--- config.mk ---
export PLATFORM = sky130hd
export DESIGN_NAME = fir_tap_scheduler
export DESIGN_NICKNAME = d
export VERILOG_FILES = /design/src/rtl/fir_tap_scheduler.sv
export SDC_FILE = /design/constraint.sdc
export NUM_CORES = 1
export LEC_CHECK = 0
export ABC_CLOCK_PERIOD_IN_PS = 2800
export CAP_MARGIN = 20
export CORE_MARGIN = 2
export CORE_UTILIZATION = 25
export CTS_CLUSTER_SIZE = 16
export DETAILED_ROUTE_END_ITERATION = 10
export GPL_ROUTABILITY_DRIVEN = 0
export SLEW_MARGIN = 10
export SYNTH_ARGS = -nofsm -noshare
export SYNTH_HDL_FRONTEND = slang
export SYNTH_SLANG_ARGS = --single-unit
export TNS_END_PERCENT = 50
--- constraint.sdc ---
create_clock -name clk -period 2.8 [get_ports clk]
set_input_delay 0.56 -clock clk [delete_from_list [all_inputs] [get_ports clk]]
set_output_delay 0.56 -clock clk [all_outputs]
set_load 0.01 [all_outputs]
--- src/rtl/fir_tap_scheduler.sv ---
// Sequencer for the five-lane complex FIR accumulator: writes each accepted sample
// into the circular delay line, then issues NG read groups and tracks accumulator drain.
module fir_tap_scheduler #(
  parameter int NTAPS = 25,
  parameter int AW    = 5,
  parameter int GW    = 3,
  parameter int DRAIN = 6
) (
  input  logic          clk,
  input  logic          reset,
  input  logic          pushIn,
  output logic          readyOut,
  output logic          wrEn,
  output logic [AW-1:0] wrAddr,
  output logic          rdEn,
  output logic [AW-1:0] rdBase,
  output logic [GW-1:0] coefGrp,
  output logic          firstOut,
  output logic          lastOut,
  output logic          idleOut,
  output logic [15:0]   sampleCnt
);

  localparam int NG = NTAPS / 5;
  localparam int DW = (DRAIN < 2) ? 1 : $clog2(DRAIN + 1);

  typedef enum logic [1:0] {S_IDLE, S_WRITE, S_RUN} state_t;

  state_t          r_state;
  logic [AW-1:0]   r_wrPtr;
  logic [AW-1:0]   r_base;
  logic [GW-1:0]   r_grp;
  logic [DW-1:0]   r_drain;
  logic            r_wrEn;
  logic [AW-1:0]   r_wrAddr;
  logic            r_rdEn;
  logic [AW-1:0]   r_rdBase;
  logic [GW-1:0]   r_coefGrp;
  logic            r_firstOut;
  logic            r_lastOut;
  logic            r_idleOut;
  logic [15:0]     r_sampleCnt;

  logic            w_lastGrp;
  logic            w_accept;
  logic [AW-1:0]   w_grpOffset;

  assign w_lastGrp   = (r_state == S_RUN) && (r_grp == GW'(NG - 1));
  assign readyOut    = !reset && ((r_state == S_IDLE) || w_lastGrp);
  assign w_accept    = pushIn && readyOut;
  // Each group steps five samples further back in the delay line; wraps mod 2^AW.
  assign w_grpOffset = AW'(r_grp) * AW'(5);

  always_ff @(posedge clk) begin
    if (reset) begin
      r_state     <= S_IDLE;
      r_wrPtr     <= '0;
      r_base      <= '0;
      r_grp       <= '0;
      r_drain     <= '0;
      r_wrEn      <= 1'b0;
      r_wrAddr    <= '0;
      r_rdEn      <= 1'b0;
      r_rdBase    <= '0;
      r_coefGrp   <= '0;
      r_firstOut  <= 1'b0;
      r_lastOut   <= 1'b0;
      r_idleOut   <= 1'b1;
      r_sampleCnt <= '0;
    end else begin
      r_wrEn     <= 1'b0;
      r_rdEn     <= 1'b0;
      r_firstOut <= 1'b0;
      r_lastOut  <= 1'b0;
      r_idleOut  <= (r_state == S_IDLE) && (r_drain == '0);

      // Drain restarts on the last group so idle waits for the final result to leave.
      if (w_lastGrp) begin
        r_drain <= DW'(DRAIN);
      end else if (r_drain != '0) begin
        r_drain <= r_drain - DW'(1);
      end

      if (w_accept) begin
        r_base      <= r_wrPtr;
        r_sampleCnt <= r_sampleCnt + 16'd1;
      end

      case (r_state)
        S_IDLE: begin
          if (w_accept) r_state <= S_WRITE;
        end
        S_WRITE: begin
          r_wrEn   <= 1'b1;
          r_wrAddr <= r_base;
          r_wrPtr  <= r_wrPtr + AW'(1);
          r_grp    <= '0;
          r_state  <= S_RUN;
        end
        S_RUN: begin
          r_rdEn     <= 1'b1;
          r_coefGrp  <= r_grp;
          r_rdBase   <= r_base - w_grpOffset;
          r_firstOut <= (r_grp == '0);
          r_lastOut  <= w_lastGrp;
          if (w_lastGrp) begin
            r_grp   <= '0;
            r_state <= w_accept ? S_WRITE : S_IDLE;
          end else begin
            r_grp <= r_grp + GW'(1);
          end
        end
        default: r_state <= S_IDLE;
      endcase
    end
  end

  assign wrEn      = r_wrEn;
  assign wrAddr    = r_wrAddr;
  assign rdEn      = r_rdEn;
  assign rdBase    = r_rdBase;
  assign coefGrp   = r_coefGrp;
  assign firstOut  = r_firstOut;
  assign lastOut   = r_lastOut;
  assign idleOut   = r_idleOut;
  assign sampleCnt = r_sampleCnt;

endmodule

; Word level (Yosys, flattened, before mapping)
; Cells that the tools add are included.
[totals]
ff_bits = 52
inputBits = 3
out_inout_bits = 35
elab_cells = 52
[classes]
addsub = 5
n_mul = 1
eq_ne = 5
muxes = 10
bitwise = 1
reduce_logical = 15
[ops]
columns = operator, n
row1 = "16-bit by 1-bit adder with 16-bit output, second input constant", 1
row2 = 3-bit 2-to-1 mux, 3
row3 = 3-bit zero test, 2
row4 = 2-bit one-hot mux with 3 select lines, 1
row5 = 3-bit one-hot mux with 2 select lines, 1
row6 = "5-bit by 1-bit adder with 5-bit output, second input constant", 1
row7 = "3-bit by 3-bit multiplier with 5-bit output, second input constant", 1
row8 = 5-bit subtractor, 1
row9 = 1-bit logical AND, 4
row10 = 2-bit 2-to-1 mux, 2
row11 = "2-bit inequality test, second input constant", 2
row12 = 2-bit nonzero test, 2
row13 = 2-bit OR reduction, 2
row14 = "3-bit by 1-bit adder with 3-bit output, second input constant", 1
row15 = "3-bit == test, second input constant", 1
row16 = 1-bit 2-to-1 mux, 3
row17 = 3-bit nonzero test, 1
row18 = "3-bit by 1-bit subtractor with 3-bit output, second input constant", 1
row19 = "2-bit by 1-bit == test with 1-bit output, second input constant", 1
row20 = "2-bit == test, second input constant", 1
row21 = 2-bit zero test, 1
row22 = 2-bit AND reduction, 1
row23 = 1-bit zero test, 1
row24 = 1-bit logical OR, 1
row25 = 1-bit inverter, 1

; Longest topological paths before layout
; Gate-level depths: netlist of the first run.
[depth]
depth_word = 8
ltp_mapped = 8

; Worst setup path before layout of the first run
; OpenSTA, ideal clock, no wires.
[synth_path]
path_type = register -> register
from = reg r_grp[1]
to = reg r_sampleCnt[13], in the netlist sampleCnt[13]
setup_time_ns = 0.070
arrival_ns = 2.086
required_time_ns = 2.730
slack_ns = 0.644
path_stages_with_launch = 8
period_less_slack_ns = 2.156
path_cell_list = dfxtp_1 inv_1 ha_1 a31oi_2 or4_1 buf_2 or4_1 a21oi_1
[synth_between]
elab_chain_len = 5
[synth_rtl]
columns = item, line
row1 = start: declaration, 32  ; logic [GW-1:0] r_grp;
row2 = start signal: assignment, 110  ; r_grp <= r_grp + GW'(1);
row3 = 3-bit == test, 48  ; assign w_lastGrp = (r_state == S_RUN) && (r_grp == GW'(NG - 1));
row4 = 1-bit logical AND, 48
row5 = 1-bit logical OR, 49  ; assign readyOut = !reset && ((r_state == S_IDLE) || w_lastGrp);
row6 = 1-bit logical AND, 49
row7 = 1-bit logical AND, 50  ; assign w_accept = pushIn && readyOut;
row8 = end signal: assignment, 86  ; r_sampleCnt <= r_sampleCnt + 16'd1;
row9 = end: declaration, 42  ; logic [15:0] r_sampleCnt;
; No other way between the ends.
; A chain may end at the register's enable or synchronous reset.

; Worst setup path after layout of the first run
[layout_path]
from = reg r_grp[0]
to = out readyOut
[layout_between]
elab_chain_len = 4
[layout_rtl]
columns = item, line
row1 = 3-bit == test, 48
row2 = 1-bit logical AND, 48
row3 = 1-bit logical OR, 49
row4 = 1-bit logical AND, 49
row5 = end: declaration, 12  ; output logic readyOut,
; No other way between the ends.

==> results_dict.tcl, run 1 <==
set metrics [dict create \
    outcome "completed" \
    routed_via_density 4.477 \
    grt_pass1_vias 1871 \
    synth_edf_count 0 \
    die_area_sq_mm 0.01053 \
    dieWidth_microns 102.6 \
    hpwl_mm 3.614 \
    boundaryPins 38 \
    drive_gt1_frac 0.06601 \
    synth_seq_area_share 0.4282 \
    synth_area_leaders "dfxtp_1 43%, ha_1 7.7%, mux2i_1 4.9%, nor2_1 4.6%, a21oi_1 3.9%" \
    synth.most_common_cell "dfxtp_1" \
    clock_sinks 52 \
    drv_cap 0 \
    yosysUniqueCellTypes 44 \
    cts_tree "done" \
    finalClockSkew_ns 0.008941 \
    cts_post_setup_buffers_inserted 0 \
    cts-root-buf "clkbuf_8" \
    coreArea_sq_mm 0.009328 \
    drtIter0Drc 82 \
    synth_common_cells "52 x dfxtp_1, 30 x nor2_1, 22 x nand2_1, 19 x a21oi_1" \
    worstMarginPinSlew_ns 0.5858 \
    first_pass_iters 4 \
    crit_type "flop to output port" \
    num_antenna_cells 0 \
    netlist.area_leader.share 0.4282 \
    initial_core_util 0.2606 \
    drc_errors 0 \
    ys_warn_count 0 \
    grt_start_max_net_pins 45 \
    area_growth_syn_to_layout_pct 25.58 \
    async_reset_ff_frac 0 \
    end_kind "output port" \
    rsz0062_at_grt "no" \
    relSlewSlack 0.6060 \
    die-height_microns 102.6 \
    fin_tns_setup_ns 0 \
    std_cell_rows 35 \
    fill_cells 970 \
    track_usage 0.09949 \
    hp-class "flop to flop" \
    antenna_found_initial 0 \
    cp.required_ns 2.24 \
    leakage_uw 0.001060 \
    numPortBuffers 37 \
    critPathMaxFanout 6 \
    worst_slack_ns 0.2325 \
    grt_overflow 0 \
    synth-seq-cells 52 \
    post-route-min-period_ns 2.567 \
    final-setup-viol-count 0 \
    maxSlewViolCount 0 \
    peakVddDrop_mv 0.2056 \
    drtAntennaViolNets 0 \
    fin_nets 322 \
    syn_avg_cell_area_sq_um 9.174 \
    postCtsResizedCells 0 \
    yosys_most_used_dff "dfxtp_1" \
    h-tree-depth 2 \
    grt_pass1_wl_mm 8.397 \
    fin_util 0.3273 \
    vias 1934 \
    clk_latency_ns 0.30 \
    wirelength_mm 5.059 \
    syn_area_sq_mm 0.002431 \
    ctsHoldBuffers 0 \
    preCtsSetupSlack_ns 0.2854 \
    syn_nets 285 \
    p_total_uw 1490 \
    clk_pin_slew_ns 0.10 \
    hold_violations 0 \
    cts_made_buffers 5 \
    wl_per_cell_microns 11.71 \
    period_share 0.9170 \
    syn-instance-count 265 \
    max_freq_ghz 0.3895 \
    crit_path_start_kind "flop" \
    arrival_ns 2.01 \
    clockBufferDepth 2 \
    hold-worst-slack_ns 0.4688 \
    yosys.area.top_type "dfxtp_1" \
    power_density_mw_per_mm2 488.1 \
]
where the power goes:
part           internal [uW]  total (uW)  switching [uW]
combinational           69.8         152            82.2
sequential               758         774            16.0
clock                    316         564             249
total                   1140        1490             347
cells in the final DEF (no fill, tap or decap), drive strengths merged, types with 2 or more instances in the layout:
cell type      instances
nor2b                  5
nand3                  8
and3b                  2
clkdlybuf4s50         36
and4                   2
and3                   2
buf                    5
clkbuf                 7
nand4                  8
fa                     2
xor2                   8
o31ai                  3
nor2                  30
o21ai                  7
a21oi                 19
xnor2                  9
nand2                 22
a31oi                  4
mux2i                 12
or3                    4
dfxtp                 52
or4                    5
inv                   15
mux2                   2
ha                    15
nand2b                 4
final timing paths:
check | depth (start not counted) | slack (ns) | from | to
setup / recovery | 5 | 0.23 | r_grp[0] | readyOut
hold / removal | 2 | 0.47 | r_wrPtr[4] | r_base[4]
setup reg to reg | 6 | 0.44 | r_grp[1] | sampleCnt[13]
hold reg to reg | 2 | 0.47 | r_wrPtr[4] | r_base[4]
through the flow:
step / instance area [sq um] / instances
3_3_place_gp: 2927 / 424
4_1_cts: 3053 / 432
3_5_place_dp: 2927 / 424
5_1_grt: 3053 / 432
6_report: 3053 / 432
2_1_floorplan: 2431 / 265
layout make-up:
type | instances | area, sq um | share of cell area
Sequential cell | 52 | 1041 | 0.3410
Clock buffer | 7 | 96.34 | 0.03156
Tap cell | 129 | 161.4 | 0.05287
Inverter | 15 | 56.30 | 0.01844
Multi-Input combinational cell | 187 | 1272 | 0.4168
Timing Repair Buffer | 41 | 395.4 | 0.1295
Clock inverter | 1 | 30.03 | 0.009836
critical path: stages, from the launching register on:
cell and delay, ns:
dfxtp_1 0.46, inv_1 0.10, ha_1 0.29, a31oi_2 0.29, nor2_1 0.08, clkdlybuf4s50_1 0.48
logic make-up (layout without fill, tap and decap cells):
logic type | after synthesis | after routing | share of synthesized area
buf+inv | 26 | 64 | 0.04837
mux | 14 | 14 | 0.05867
xor+xnor | 17 | 17 | 0.06125
simple gates | 98 | 98 | 0.2064
fa+ha+maj | 17 | 17 | 0.09367
flops | 52 | 52 | 0.4282
compound gates | 41 | 41 | 0.1035
routing by layer:
layer | up-vias | wire, microns | GRT usage | share of wire
met4 | 0 | 68 | 0.04103 | 0.013
li1 | 990 | - | - | -
met2 | 23 | 2469 | 0.1719 | 0.49
met1 | 915 | 2324 | 0.1178 | 0.46
met5 | - | 0 | 0 | 0
met3 | 6 | 197 | 0.02441 | 0.039
registers in the layout, indices dropped and copies added (netlist names), 3 cells and up:
register,cells
sampleCnt,16
r_drain,3
r_grp,3
r_base,5
rdBase,5
r_wrPtr,5
coefGrp,3
wrAddr,5
(Power assumes the default switching activity.)
==> inputs of run 2 (changes only) <==
--- a/config.mk
+++ b/config.mk
@@ -11,7 +11,7 @@
 export CORE_UTILIZATION = 25
 export CTS_CLUSTER_SIZE = 16
 export DETAILED_ROUTE_END_ITERATION = 10
-export GPL_ROUTABILITY_DRIVEN = 0
+export GPL_ROUTABILITY_DRIVEN = 1
 export SLEW_MARGIN = 10
 export SYNTH_ARGS = -nofsm -noshare
 export SYNTH_HDL_FRONTEND = slang
==> results of run 2 <==
Same layout as run 1: the final DEF is identical, and so are final timing and power.
==> variant 1: new RTL, flow settings as in run 1 <==
The parameter `DRAIN` goes from 6 to 7.
--- a/src/rtl/fir_tap_scheduler.sv
+++ b/src/rtl/fir_tap_scheduler.sv
@@ -6,3 +6,3 @@
   parameter int GW    = 3,
-  parameter int DRAIN = 6
+  parameter int DRAIN = 7
 ) (
Check against the original RTL: no difference found for any inputs over 10 cycles, from zero or initial values and one cycle with reset high; that may be too few to reach the edited logic, so the function may still have changed.
==> variant 1 against run 1 <==
Synthesized cell count down 1.9%. Via count down 3.6%. Power down 4.7%. Clock power down 27%. Setup slack better by 2.1 ps. Cell count down 1.6%. Sequential cell count unchanged. Area after synthesis down 0.26%. Highest routed layer unchanged. Critical path depth unchanged. Final area down 1.6%. Wire length down 4.0%. Combinational power up 42%.
==> variant 1: results (changes against run 1) <==
The layer flagged by global routing as most heavily used is met2. In this run the critical register-to-register path is captured at rdBase[3]. The static power due to leakage came out at 0.00105 uW (-1.3%). The synthesized net count came out at 280 (-1.8%). The flow ran to the end, and the final reports show no timing, DRC or antenna violations. The master cell of the clock root buffer is clkbuf_8. The met2 track demand over resource was 16.5% (-0.70 points). The worst register-to-register path begins at r_grp[0]. The proportion of layout cells with a drive suffix above 1 came out at 6.42% (-0.18 points). The average vias per placed instance came out at 4.39 (-2.0%). The worst setup slack before clock tree synthesis is 347 ps (+61.8 ps). The relative max-transition margin is 60.8% (+0.21 points). The final routed wirelength across all metal layers is 4860 um (-4.0%). The startpoint of the worst hold path is sampleCnt[15]. The worst clock skew is 6.37 ps (-2.58 ps). The via count of the first global-routing pass is 1767 (-5.6%). The half-perimeter wire length after detailed placement came out at 3660 um (+1.3%). The setup slack of the most critical reg-to-reg path is 520 ps (+80 ps). The initial detailed-routing violation count was 78 (-4.9%). The mean instance size in the synthesized netlist came out at 9.33 um2 (+1.7%). The number of cells on the worst reg-to-reg path came out at 8 (+2). The sequential cell area fraction in the yosys report came out at 42.9% (+0.11 points). The filler cell count in the final layout is 962 (-0.82%).

The placed standard-cell area was 2920 um2 (-0.13%). The global routing usage on met3 came to 2.46% (+0.022 points). The final-stage net count is 316 (-1.9%).

The largest vdd supply drop came to 0.176 mV (-15%). The total global-route track usage came to 9.97% (+0.020 points). After synthesis, the cell types taking the most area are dfxtp_1 (43%), mux2i_1 (7.8%), ha_1 (7.7%). The placed cell count came out at 418 (-1.4%). The commonest cells after synthesis are dfxtp_1 (52), nor2_1 (35), mux2i_1 (19). The top fanout value on the critical path came out at 6 (unchanged). The first-pass GRT wire length came out at 8340 um (-0.74%). The path with the worst hold slack has its endpoint at sampleCnt[15].

The distinct cell type count after synthesis is 46 (+4.5%).
## variant 1: report_power, final
group | leakage [uW] | internal, uW | switching [uW] | total, uW
logic | 0.000586 | 104 | 112 | 216
registers | 0.000421 | 773 | 19.7 | 792
clock network | 0.0000400 | 170 | 241 | 411
total | 0.00105 | 1050 | 373 | 1420
## variant 1: layout make-up
type,count,area share (%)
multi-input combinational,179,42.0
sequential,52,34.7
timing repair buffer,41,13.2
tap,129,5.37
clock buffer,5,2.29
inverter,17,2.12
clock inverter,2,0.416
## variant 1: critical path: cells and delay by family (launching register included)
family | cells | cell delay [ps]
fa+ha+maj | 1 | 300
simple gates | 1 | 70
compound gates | 1 | 290
flops | 1 | 470
buf+inv | 2 | 570
## variant 1: stage by stage
stage               total power [uW]  utilization (%)  hold WS, ps
finish                          1420             32.2          494
global route                    1500             32.2          518
CTS                             1440             32.2          503
detailed placement              1030             31.3          483
global placement                1020             31.3          474
floorplan                        966                -          474
## variant 1: worst max path at each step
stage | startpoint | endpoint | slack (ps) | cells after the start
final | r_grp[0] | readyOut | 230 | 5
after global routing | r_grp[0] | readyOut | 130 | 5
after global placement | pushIn | sampleCnt[10] | 420 | 5
after detailed placement | pushIn | sampleCnt[12] | 350 | 5
after floorplan | r_grp[0] | rdBase[4] | 760 | 7
after CTS | r_grp[0] | readyOut | 210 | 5
## variant 1: cells by family (layout without fill, tap and decap cells)
group | after synthesis | in the layout | synth area share, %
adder cells (fa/ha/maj) | 17 | 17 | 9.39
flip-flops | 52 | 52 | 42.9
AND/OR/NAND/NOR | 88 | 88 | 18.6
buffers and inverters | 29 | 65 | 5.06
AO/OA/AOI/OAI | 38 | 38 | 9.80
multiplexers | 21 | 21 | 8.77
XOR/XNOR | 15 | 15 | 5.42
## variant 1: metal layers
layer	part of all wire, %	vias to the layer above	wire [um]
met3	4.0	5	193
li1	-	951	-
met5	0	-	0
met4	0.99	0	48
met1	49	878	2390
met2	46	30	2220
==> variant 2: new RTL, settings of run 1 <==
Without the edit above. Put one more register stage on the output `sampleCnt`, with the module's reset. The value now appears one clock later. The other outputs are not delayed to match.
--- a/src/rtl/fir_tap_scheduler.sv
+++ b/src/rtl/fir_tap_scheduler.sv
@@ -125,3 +125,9 @@
   assign idleOut   = r_idleOut;
-  assign sampleCnt = r_sampleCnt;
+  always_ff @(posedge clk) begin
+    if (reset) begin
+      sampleCnt <= '0;
+    end else begin
+      sampleCnt <= r_sampleCnt;
+    end
+  end
 
Formal check against the unedited RTL: not equivalent (a bounded check fails within 4 cycles, from zero or initial values and one cycle with reset high).
==> variant 2 against run 1 <==
Power grew 29%. Area after synthesis grew 15%. Wire length grew 8.5%. Via count grew 6.8%. Sequential cell count grew 16. Sequential share of layout area grew 4.8 points. Highest routed layer unchanged. Final area grew 15%. Clock skew shrank 4.1 ps. Setup slack lost 15 ps.
==> variant 2: results (changes against run 1) <==
The total global-route track usage came to 10.1% (+0.16 points). The detailed-router iteration count before antenna repair came out at 4 (unchanged). The worst setup slack before clock tree synthesis was 528 ps (+242 ps). The critical path starts at r_grp[1]. The count of inverters other than clock inverters in the layout came out at 18 (+3). The clock latency of the later-clocked register in the worst-skew pair is 340 ps (+40 ps). The final-stage net count was 351 (+9.0%). The number of tap cells added at floorplan was 140 (+8.5%). The setup slack of the most critical reg-to-reg path is 500 ps (+60 ps). The run finished with clean final reports.

The count of buffers inserted at the top-level ports is 37 (unchanged). The clock input transition at the sequential cells of the worst setup and hold paths is 70 ps (-30 ps). The first-pass GRT wire length is 9430 um (+12%). The mean instance size in the synthesized netlist is 9.65 um2 (+5.2%). The count of flip-flops and latches came out at 68 (+31%).

The largest vdd supply drop came to 0.270 mV (+31%). The worst clock skew came out at 4.82 ps (-4.13 ps). The power dissipated by switching net loads came out at 456 uW (+31%). The pin count of the biggest net entering global routing is 55 (+22%).

The layout buffering overhead excluding clock cells came out at 11.1% (-1.9 points). The number of cells on the worst reg-to-reg path is 8 (+2). The sequential cell area fraction in the yosys report is 48.6% (+5.8 points). The synthesized net count came out at 310 (+8.8%). The reg-to-reg critical path startpoint is r_grp[2]. The via count of the routed design was 2066 (+6.8%). The non-filler instance count after layout is 476 (+10%). The largest registers in the layout are r_sampleCnt (16), sampleCnt (16). The half-perimeter wire length after detailed placement is 3880 um (+7.5%). The distinct cell type count after synthesis is 41 (-6.8%). The quantity of gates resized following cts is 0 (unchanged). The number of non-clock buffers came out at 40 (-2.4%).

The final-layout clock buffer total came to 11 (+4). The min-delay analysis places its worst path in the category register to register. The register fraction of the total cell area is 38.9% (+4.8 points). The placed cell count is 460 (+8.5%). Sorting the synthesized cells by how often they occur yields dfxtp_1 (68), nor2_1 (40), inv_1 (18). After synthesis, the cell types taking the most area are dfxtp_1 (49%), ha_1 (6.7%), nor2_1 (5.4%). The number of combinational gates with multiple inputs is 194 (+3.7%).

The initial detailed-routing violation count was 80 (-2.4%). The via count of the first global-routing pass is 1981 (+5.9%). The final design instance area without fill is 3500 um2 (+15%). The average routed wire per standard cell was 11.5 um (-1.5%). The clock distribution area overhead in the final layout came out at 5.25% (+1.1 points). The static power due to leakage is 0.00128 uW (+21%). The fraction of standard cell area in multi-input logic came out at 37.9% (-3.8 points). The placed standard-cell area is 3320 um2 (+13%). The initial antenna violation count came out at 0 (unchanged).

The slew at the pin closest to its max-slew limit is 603 ps (+17.2 ps). The filler cell count in the final layout came out at 1163 (+20%). The H-tree depth came out at 3 (+1). In the synthesized netlist the dominant register cell turns out to be dfxtp_1. In this run the critical register-to-register path is captured at rdBase[3]. The proportion of layout cells with a drive suffix above 1 is 8.33% (+1.7 points). The cell sitting at the root of the clock tree is a clkbuf_8. The CTS buffer count is 9 (+4).

The period utilization came out at 92.2% (+0.55 points).
variant 2: changes by cell type after synthesis, moves of 6 or more:
cell / delta
nor2_1: +10
a21oi_1: -6
dfxtp_1: +16
nor2b_1: +9
variant 2: power groups by stage:
| stage | clock network [uW] | logic [uW] | registers [uW] |
|---|---|---|---|
| finish | 763 | 154 | 1000 |
| global route | 822 | 179 | 1010 |
| CTS | 792 | 157 | 1000 |
| detailed placement | 0 | 157 | 1030 |
| global placement | 0 | 153 | 1030 |
| floorplan | 0 | 107 | 1030 |
variant 2: logic make-up after synthesis:
logic type / count (synthesis) / synth area share (%)
AOI/OAI and AO/OA: 41 / 8.81
xor gates and xnor gates: 15 / 4.69
adders and majority gates: 17 / 8.14
buffers and inverters: 28 / 3.93
DFF: 68 / 48.6
muxes: 18 / 6.66
and+or+nand+nor: 103 / 19.1
variant 2: how the worst min path moves through the flow:
stage,start,endpoint,slack (ps),cells after the start
after CTS,r_wrPtr[4],r_base[4],470,2
final,r_wrPtr[4],r_base[4],470,2
after global routing,r_sampleCnt[5],r_sampleCnt[5],510,1
after global placement,r_sampleCnt[5],r_sampleCnt[5],450,1
after detailed placement,r_wrPtr[4],r_base[4],460,2
after floorplan,r_sampleCnt[5],r_sampleCnt[5],440,1
variant 2: per-layer routing:
layer | track usage (%) | up-vias | share of wire (%)
met2 | 16.7 | 36 | 47
met5 | 0 | - | 0
met4 | 3.89 | 0 | 1.1
li1 | - | 1072 | -
met3 | 3.08 | 8 | 4.4
met1 | 12.3 | 950 | 47
variant 2: worst max-delay path: stages, from the launching register on:
cell and delay [ps]:
dfxtp_1 330, inv_1 170, ha_1 290, a31oi_1 130, nor2_1 190, clkdlybuf4s50_1 570
